<file path="config.mk">
export PLATFORM = sky130hd
export DESIGN_NAME = nvdla_dbb_arbiter
export DESIGN_NICKNAME = d
export VERILOG_FILES = /design/src/rtl/nvdla_dbb_arbiter.sv
export SDC_FILE = /design/constraint.sdc
export NUM_CORES = 1
export LEC_CHECK = 0
export CAP_MARGIN = 20
export CORE_ASPECT_RATIO = 1.5
export CORE_MARGIN = 10
export CORE_UTILIZATION = 37
export DETAILED_ROUTE_END_ITERATION = 10
export PLACE_DENSITY = 0.75
export SYNTH_ARGS = -nofsm -noshare
export SYNTH_HDL_FRONTEND = slang
export SYNTH_SLANG_ARGS = --single-unit
</file>
<file path="constraint.sdc">
create_clock -name clk_i -period 2.1 [get_ports clk_i]
set_clock_uncertainty 0.2 [all_clocks]
set_input_delay 0.42 -clock clk_i [delete_from_list [all_inputs] [get_ports clk_i]]
set_output_delay 0.42 -clock clk_i [all_outputs]
set_load 0.02 [all_outputs]
</file>
<file path="src/rtl/nvdla_dbb_arbiter.sv">
// Round-robin arbiter funnelling NB_REQ DBB requesters into one downstream bridge port.
// Optional watchdog with sticky timeout_o is enabled by defining NVDLA_DBB_ARB_TIMEOUT_EN.
module nvdla_dbb_arbiter #(
   parameter int NB_REQ         = 2,
   parameter int ADDR_W         = 32,
   parameter int TIMEOUT_CYCLES = 1024
) (
   input  logic                     clk_i,
   input  logic                     rst_ni,
   input  logic                     clear_i,
   input  logic [NB_REQ-1:0]        req_valid_i,
   output logic [NB_REQ-1:0]        req_ready_o,
   input  logic [NB_REQ-1:0]        req_write_i,
   input  logic [NB_REQ*ADDR_W-1:0] req_addr_i,
   input  logic [NB_REQ*8-1:0]      req_len_i,
   input  logic [NB_REQ*8-1:0]      req_id_i,
   output logic                     dbb_valid_o,
   input  logic                     dbb_ready_i,
   output logic                     dbb_write_o,
   output logic [ADDR_W-1:0]        dbb_addr_o,
   output logic [7:0]               dbb_len_o,
   output logic [7:0]               dbb_id_o,
   input  logic                     dbb_done_i,
   output logic [NB_REQ-1:0]        grant_o,
`ifdef NVDLA_DBB_ARB_TIMEOUT_EN
   output logic                     timeout_o,
`endif
   output logic                     busy_o
);

   localparam int IDX_W = $clog2(NB_REQ);

   typedef enum logic [1:0] {IDLE = 2'd0, ISSUE = 2'd1, WAIT_DONE = 2'd2} state_t;

   state_t              r_state;
   logic [IDX_W-1:0]    r_ptr;
   logic [IDX_W-1:0]    r_owner;
   logic [NB_REQ-1:0]   r_grant;
   logic                r_write;
   logic [ADDR_W-1:0]   r_addr;
   logic [7:0]          r_len;
   logic [7:0]          r_id;

   logic                w_found;
   logic [IDX_W-1:0]    w_winIdx;
   logic [IDX_W-1:0]    w_cand;
   int                  w_sum;
   logic                w_accept;
   logic                w_expired;
   logic [ADDR_W-1:0]   w_addrArr [NB_REQ];
   logic [7:0]          w_lenArr  [NB_REQ];
   logic [7:0]          w_idArr   [NB_REQ];

   for (genvar k = 0; k < NB_REQ; k++) begin : g_unpack
      assign w_addrArr[k] = req_addr_i[k*ADDR_W +: ADDR_W];
      assign w_lenArr[k]  = req_len_i[k*8 +: 8];
      assign w_idArr[k]   = req_id_i[k*8 +: 8];
   end

   function automatic logic [IDX_W-1:0] nextIdx(input logic [IDX_W-1:0] idx);
      return (idx == IDX_W'(NB_REQ - 1)) ? '0 : idx + IDX_W'(1);
   endfunction

   // Search for the first valid requester starting at r_ptr, wrapping at NB_REQ.
   always_comb begin
      w_found  = 1'b0;
      w_winIdx = '0;
      w_sum    = 0;
      w_cand   = '0;
      for (int i = 0; i < NB_REQ; i++) begin
         w_sum = int'(r_ptr) + i;
         if (w_sum >= NB_REQ) w_sum = w_sum - NB_REQ;
         w_cand = IDX_W'(w_sum);
         if (!w_found && req_valid_i[w_cand]) begin
            w_found  = 1'b1;
            w_winIdx = w_cand;
         end
      end
   end

   assign w_accept    = rst_ni && !clear_i && (r_state == IDLE) && w_found;
   assign req_ready_o = w_accept ? (NB_REQ'(1) << w_winIdx) : '0;

   assign dbb_valid_o = (r_state == ISSUE);
   assign dbb_write_o = dbb_valid_o & r_write;
   assign dbb_addr_o  = dbb_valid_o ? r_addr : '0;
   assign dbb_len_o   = dbb_valid_o ? r_len  : '0;
   assign dbb_id_o    = dbb_valid_o ? r_id   : '0;
   assign grant_o     = r_grant;
   assign busy_o      = (r_state != IDLE);

`ifdef NVDLA_DBB_ARB_TIMEOUT_EN
   logic [15:0] r_wdCnt;
   logic        r_timeout;
   assign timeout_o = r_timeout;
   assign w_expired = (r_wdCnt >= 16'(TIMEOUT_CYCLES - 1));
`else
   assign w_expired = 1'b0;
`endif

   // Done outranks the watchdog, which outranks the downstream handshake.
   always_ff @(posedge clk_i or negedge rst_ni) begin
      if (!rst_ni) begin
         r_state <= IDLE;
         r_ptr   <= '0;
         r_owner <= '0;
         r_grant <= '0;
         r_write <= 1'b0;
         r_addr  <= '0;
         r_len   <= '0;
         r_id    <= '0;
`ifdef NVDLA_DBB_ARB_TIMEOUT_EN
         r_wdCnt   <= '0;
         r_timeout <= 1'b0;
`endif
      end else if (clear_i) begin
         r_state <= IDLE;
         r_ptr   <= '0;
         r_owner <= '0;
         r_grant <= '0;
         r_write <= 1'b0;
         r_addr  <= '0;
         r_len   <= '0;
         r_id    <= '0;
`ifdef NVDLA_DBB_ARB_TIMEOUT_EN
         r_wdCnt   <= '0;
         r_timeout <= 1'b0;
`endif
      end else begin
         case (r_state)
            IDLE: begin
               if (w_found) begin
                  r_write <= req_write_i[w_winIdx];
                  r_addr  <= w_addrArr[w_winIdx];
                  r_len   <= w_lenArr[w_winIdx];
                  r_id    <= w_idArr[w_winIdx];
                  if (w_lenArr[w_winIdx] != 8'd0) begin
                     r_state <= ISSUE;
                     r_owner <= w_winIdx;
                     r_grant <= NB_REQ'(1) << w_winIdx;
`ifdef NVDLA_DBB_ARB_TIMEOUT_EN
                     r_wdCnt <= '0;
`endif
                  end else begin
                     r_ptr <= nextIdx(w_winIdx);
                  end
               end
            end
            ISSUE, WAIT_DONE: begin
               if (r_state == WAIT_DONE && dbb_done_i) begin
                  r_state <= IDLE;
                  r_ptr   <= nextIdx(r_owner);
                  r_grant <= '0;
               end else if (w_expired) begin
                  r_state <= IDLE;
                  r_ptr   <= nextIdx(r_owner);
                  r_grant <= '0;
`ifdef NVDLA_DBB_ARB_TIMEOUT_EN
                  r_timeout <= 1'b1;
`endif
               end else if (r_state == ISSUE && dbb_ready_i) begin
                  r_state <= WAIT_DONE;
               end
`ifdef NVDLA_DBB_ARB_TIMEOUT_EN
               r_wdCnt <= r_wdCnt + 16'd1;
`endif
            end
            default: r_state <= IDLE;
         endcase
      end
   end

endmodule

</file>
Yosys cells after proc, flatten, opt, wreduce, memory -nomap -nowiden
Index checks and enable logic that the tools add are counted.

word-level totals
  register bits after elaboration = 55
  bits in latches = 0
  memory bits (writable) = 0
  bits in read-only memories = 0
  word-level logic and storage cells = 109
  memories = 0

cells by class
  $add $sub $neg = 5
  multipliers = 0
  div/mod/pow operators = 0
  order comparisons = 6
  equal/unequal tests = 7
  shift-type cells = 1
  muxes and demuxes = 59
  bitwise logic cells = 2
  reductions and logical operators = 21

operators by type and width
  operator                                                                              number
  32-bit 2-to-1 mux                                                                     7
  8-bit 2-to-1 mux                                                                      14
  1-bit 2-to-1 mux                                                                      25
  2-bit 2-to-1 mux                                                                      10
  3-bit inequality test (second input constant)                                         3
  2-bit case mux with 2 select lines                                                    2
  4-bit AND reduction                                                                   2
  2-bit nonzero test                                                                    4
  8-bit nonzero test                                                                    1
  1-bit logical AND                                                                     6
  1-bit by 2-bit < comparator with 1-bit output (second input constant)                 3
  3-bit AND reduction                                                                   2
  2-bit greater-or-equal comparator (second input constant)                             2
  4-bit inequality test (second input constant)                                         1
  3-bit by 2-bit inequality test with 1-bit output (second input constant)              1
  3-bit nonzero test                                                                    1
  1-bit adder (second input constant)                                                   2
  1-bit by 1-bit adder with 2-bit output (second input constant)                        1
  2-bit by 1-bit == test with 1-bit output (second input constant)                      1
  2-bit == test (second input constant)                                                 1
  1-bit by 2-bit greater-or-equal comparator with 1-bit output (second input constant)  1
  1-bit zero test                                                                       2
  2-bit zero test                                                                       1
  1-bit NOT with 2-bit output                                                           1
  6 further kinds                                                                       7

Logic depth before layout (Yosys ltp)
Gate-level depths: netlist (run 1).

  word-level depth = 17
  gate-level depth with buffers = 9
  mapped depth without buffers = 6

Worst setup path after synthesis (run 1)
No wires, ideal clock.

  path kind = flip-flop to output port
  from = register r_state[0]
  to = output req_ready_o[0]
  arrival = 1.970 ns
  data required time = 1.480 ns
  path slack = -0.490 ns
  cell stages (with the launch flop) = 10
  buffers on the path = 3
  cells stage by stage = dfrtp_1 > inv_1 > ha_1 > buf_4 > inv_1 > nor2_2 > buf_2 > buf_2 > nand3b_1 > nor2_1

on the way
  longest elaborated chain between the ends = 4

RTL lines
  what                             RTL line  source
  from (decl)                      35        state_t r_state;
  from (signal assigned)           104       r_state <= IDLE;
  from (signal assigned)           117       r_state <= IDLE;
  from (signal assigned)           138       r_state <= ISSUE;
  2-bit zero test                  81        assign w_accept = rst_ni && !clear_i && (r_state == IDLE) && w_found;
  1-bit logical AND (2 in series)  81
  2-bit 2-to-1 mux                 82        assign req_ready_o = w_accept ? (NB_REQ'(1) << w_winIdx) : '0;
  to (decl)                        12        output logic [NB_REQ-1:0] req_ready_o,

No other way between the ends.

Worst setup path after layout (run 1)
  from = register r_state[1]
  to = output dbb_addr_o[26]

on the way
  longest elaborated chain between the ends = 2

RTL lines
  what                                      RTL line  source
  2-bit by 1-bit == test with 1-bit output  84        assign dbb_valid_o = (r_state == ISSUE);
  32-bit 2-to-1 mux                         86        assign dbb_addr_o = dbb_valid_o ? r_addr : '0;
  to (decl)                                 20        output logic [ADDR_W-1:0] dbb_addr_o,

No other way between the ends.

==> flow_summary.ini, run 1 <==
[route]
drt-total-wl_um = 13000
wl_per_cell_um = 18.5
drtIter0Drc = 234
postRouteAntennaNets = 0
num_vias = 3709
drc = 0
vias_per_cell = 5.28
dr.pass1.iters = 4

[pwr]
p_leak_nw = 2.64
vdd_ir_drop_max_mv = 0.590
power-per-cell-area_nw_per_um2 = 1020

[run_status]
outcome = finished, violations left
violations = negative setup slack

[die]
dieArea_um2 = 13300
core_um2 = 8830
start_util_pct = 37.7
fp.dieH_um = 136
io_pins = 160
rows = 42
die_w_um = 97.4

[cts]
hold_buffers = 0
cts_made_buffers = 5
cts_tree = done
clk_pin_slew_ns = 0.07
cts-root-buf = clkbuf_16
cts_sinks = 55
h-tree-depth = 2
clockBufferDepth = 2
clk_latency_ns = 0.30

[worst_setup_path]
critPathLaunch = r_state[1]
worst-setup-path-type = flip-flop to primary output
cp_data_required_time_ns = 1.48
reg2reg_setup_slack_ns = 0
cp-start-kind = flip-flop
path_cells = inv_2 -> buf_4 -> ha_4 -> buf_12 -> and2_1 -> buf_6
critical-path-top-delay-family = buffers and inverters
cp_slowest_cell = dfrtp_1
slowest_delay_ns = 0.39
path_max_fanout = 13
reg2reg_from = r_state[1]
endpoint_kind = primary output
path_buf_inv = 4
arrival_ns = 1.63

[sta]
worst_pin_slew_ns = 0.732
setup_viol = 52
setup_ws_ns = -0.149
post-route-min-period_ns = 2.25
max-slew-margin-rel_pct = 51.2
rsz0062_at_grt = true
slew_viol_final = 0
fmax_ghz = 0.445
final.period_utilization_pct = 107
tns_ns = -6.10
hold_viol = 0
hold_ws_ns = 0.0986

[global_routing]
grt_max_degree = 56
grt_pass1_wl_um = 19600
antenna_found_initial = 0
grt_pass1_vias = 3891
grt.overflow.total = 0
grt_use_total_pct = 17.6

[placement]
port-buffer-count = 159
place_hpwl_um = 8750
gp_congestion = 0.834

[logic_synthesis]
syn_inst = 405
syn_area_um2 = 3330
yosys_warnings = 0
avgSynthCellArea_um2 = 8.21
syn-num-nets = 514
ys_ff_latch = 55
synth_cell_types = 38
yosysSeqAreaShare_pct = 41.4

[run]
drv_cap = 0

[finish]
syn_to_final_growth_pct = 79.2
n_fill_cell = 731
fin_nets = 700
drive_gt1_share_pct = 31.1
antenna_cells = 0

[hold_path]
min_path_type = input port to async pin
-- metrics by stage --
| stage | instance area [µm²] | worst slack (ns) | power (mW) | util (%) | cells |
|---|---|---|---|---|---|
| 3_3_place_gp | 5270 | -0.645 | 4.31 | 59.7 | 680 |
| 6_report | 5960 | -0.149 | 6.08 | 67.5 | 702 |
| 4_1_cts | 5610 | -0.113 | 5.57 | 63.5 | 693 |
| 2_1_floorplan | 3380 | -0.263 | 3.19 | - | 405 |
| 5_1_grt | 5960 | -0.215 | 6.46 | 67.5 | 702 |
| 3_5_place_dp | 5270 | -0.660 | 4.38 | 59.7 | 680 |
-- what timing repair did --
item                                    CTS  global route
endpoints found under the hold margin     0             0
buffers inserted                          4             4
endpoints found under the setup margin   85            80
gates cloned                              1             6
resized for setup                       328            67
pin swaps                                 8             8
-- cell usage after synthesis (all sizes together) --
library cell  number  area share (%)
a21boi             1            0.23
and2              49             9.2
buf                9             1.5
o2111ai            2            0.53
a21oi              2            0.30
nand2b             2            0.38
dfrtp             55              41
nor2              59             6.9
nor4               2            0.38
a311oi            49              13
inv                5            0.56
a31o               1            0.53
o31ai              1            0.23
o21ai              5            0.75
clkbuf            24             2.7
or3                1            0.19
a221oi             2            0.53
a32o               1            0.30
nor2b              5            0.94
a2111oi            4             1.8
ha                 4             1.5
a221o              2            0.60
nand3              1            0.15
o21ba              1            0.30
nand2            102              12
or4                4             1.1
nand3b             4            0.90
o311ai             1            0.26
nor3               3            0.45
nand4b             1            0.26
and3               1            0.19
nor3b              1            0.23
a32oi              1            0.26
-- kinds of logic (layout without fill, tap and decap cells) --
group	Yosys count	after routing	synth area share, %
simple gates	235	235	32.8
flops	55	55	41.4
compound gates	73	73	19.5
fa+ha+maj	4	4	1.50
buf+inv	38	225	4.78
-- sequential cells by signal, summed over array words and instances, names as in the netlist --
signal   cells
r_addr      32
r_id         8
r_len        8
grant_o      2
r_state      2
r_owner      1
r_ptr        1
r_write      1
-- where the power goes --
part / switching (mW) / internal (mW)
Combinational: 1.70 / 1.75
Sequential: 0.207 / 1.43
Clock: 0.400 / 0.594
-- cells in the final DEF, fill, tap and decap left out, types with 9 or more instances in the layout --
master           synthesis  layout
nand2_1                102     100
and2_4                   0      37
and2_1                  49      12
buf_4                    2      39
dfrtp_1                 55      55
nor2_1                  56      53
clkdlybuf4s50_1          0      98
buf_6                    0      55
a311oi_1                49      47
clkbuf_16                0       9
-- area by class of cell --
type,count,area (µm²),share of cell area (%)
inverter,5,22.5,0.378
tap,110,138,2.31
clock buffer,6,139,2.33
multi-input combinational,312,2020,33.9
sequential,55,1380,23.1
timing repair buffer,212,2230,37.4
clock inverter,2,35.0,0.588
-- final timing paths --
kind | end | depth (start not counted)
max | dbb_addr_o[26] | 6
max in group asynchronous | r_addr[25] | 2
min in group clk_i | r_len[3] | 3
min reg2reg | grant_o[0] | 1
min | r_addr[11] | 2
max reg2reg | r_state[0] | 8
-- layer usage --
metal	GRT usage (%)	routed length, µm
met3	3.76	632
met1	19.6	5240
met2	33.3	6940
met4	3.73	195
met5	0	0
Power figures use the tool's default switching activity.
==> run 2, diff against run 1 <==
--- a/config.mk
+++ b/config.mk
@@ -9,6 +9,7 @@
 export CORE_ASPECT_RATIO = 1.5
 export CORE_MARGIN = 10
 export CORE_UTILIZATION = 37
+export CTS_BUF_LIST = sky130_fd_sc_hd__clkbuf_8 sky130_fd_sc_hd__clkbuf_16
 export DETAILED_ROUTE_END_ITERATION = 10
 export PLACE_DENSITY = 0.75
 export SYNTH_ARGS = -nofsm -noshare
==> results of run 2 <==
Final layout, timing and power as in run 1 (identical DEF).
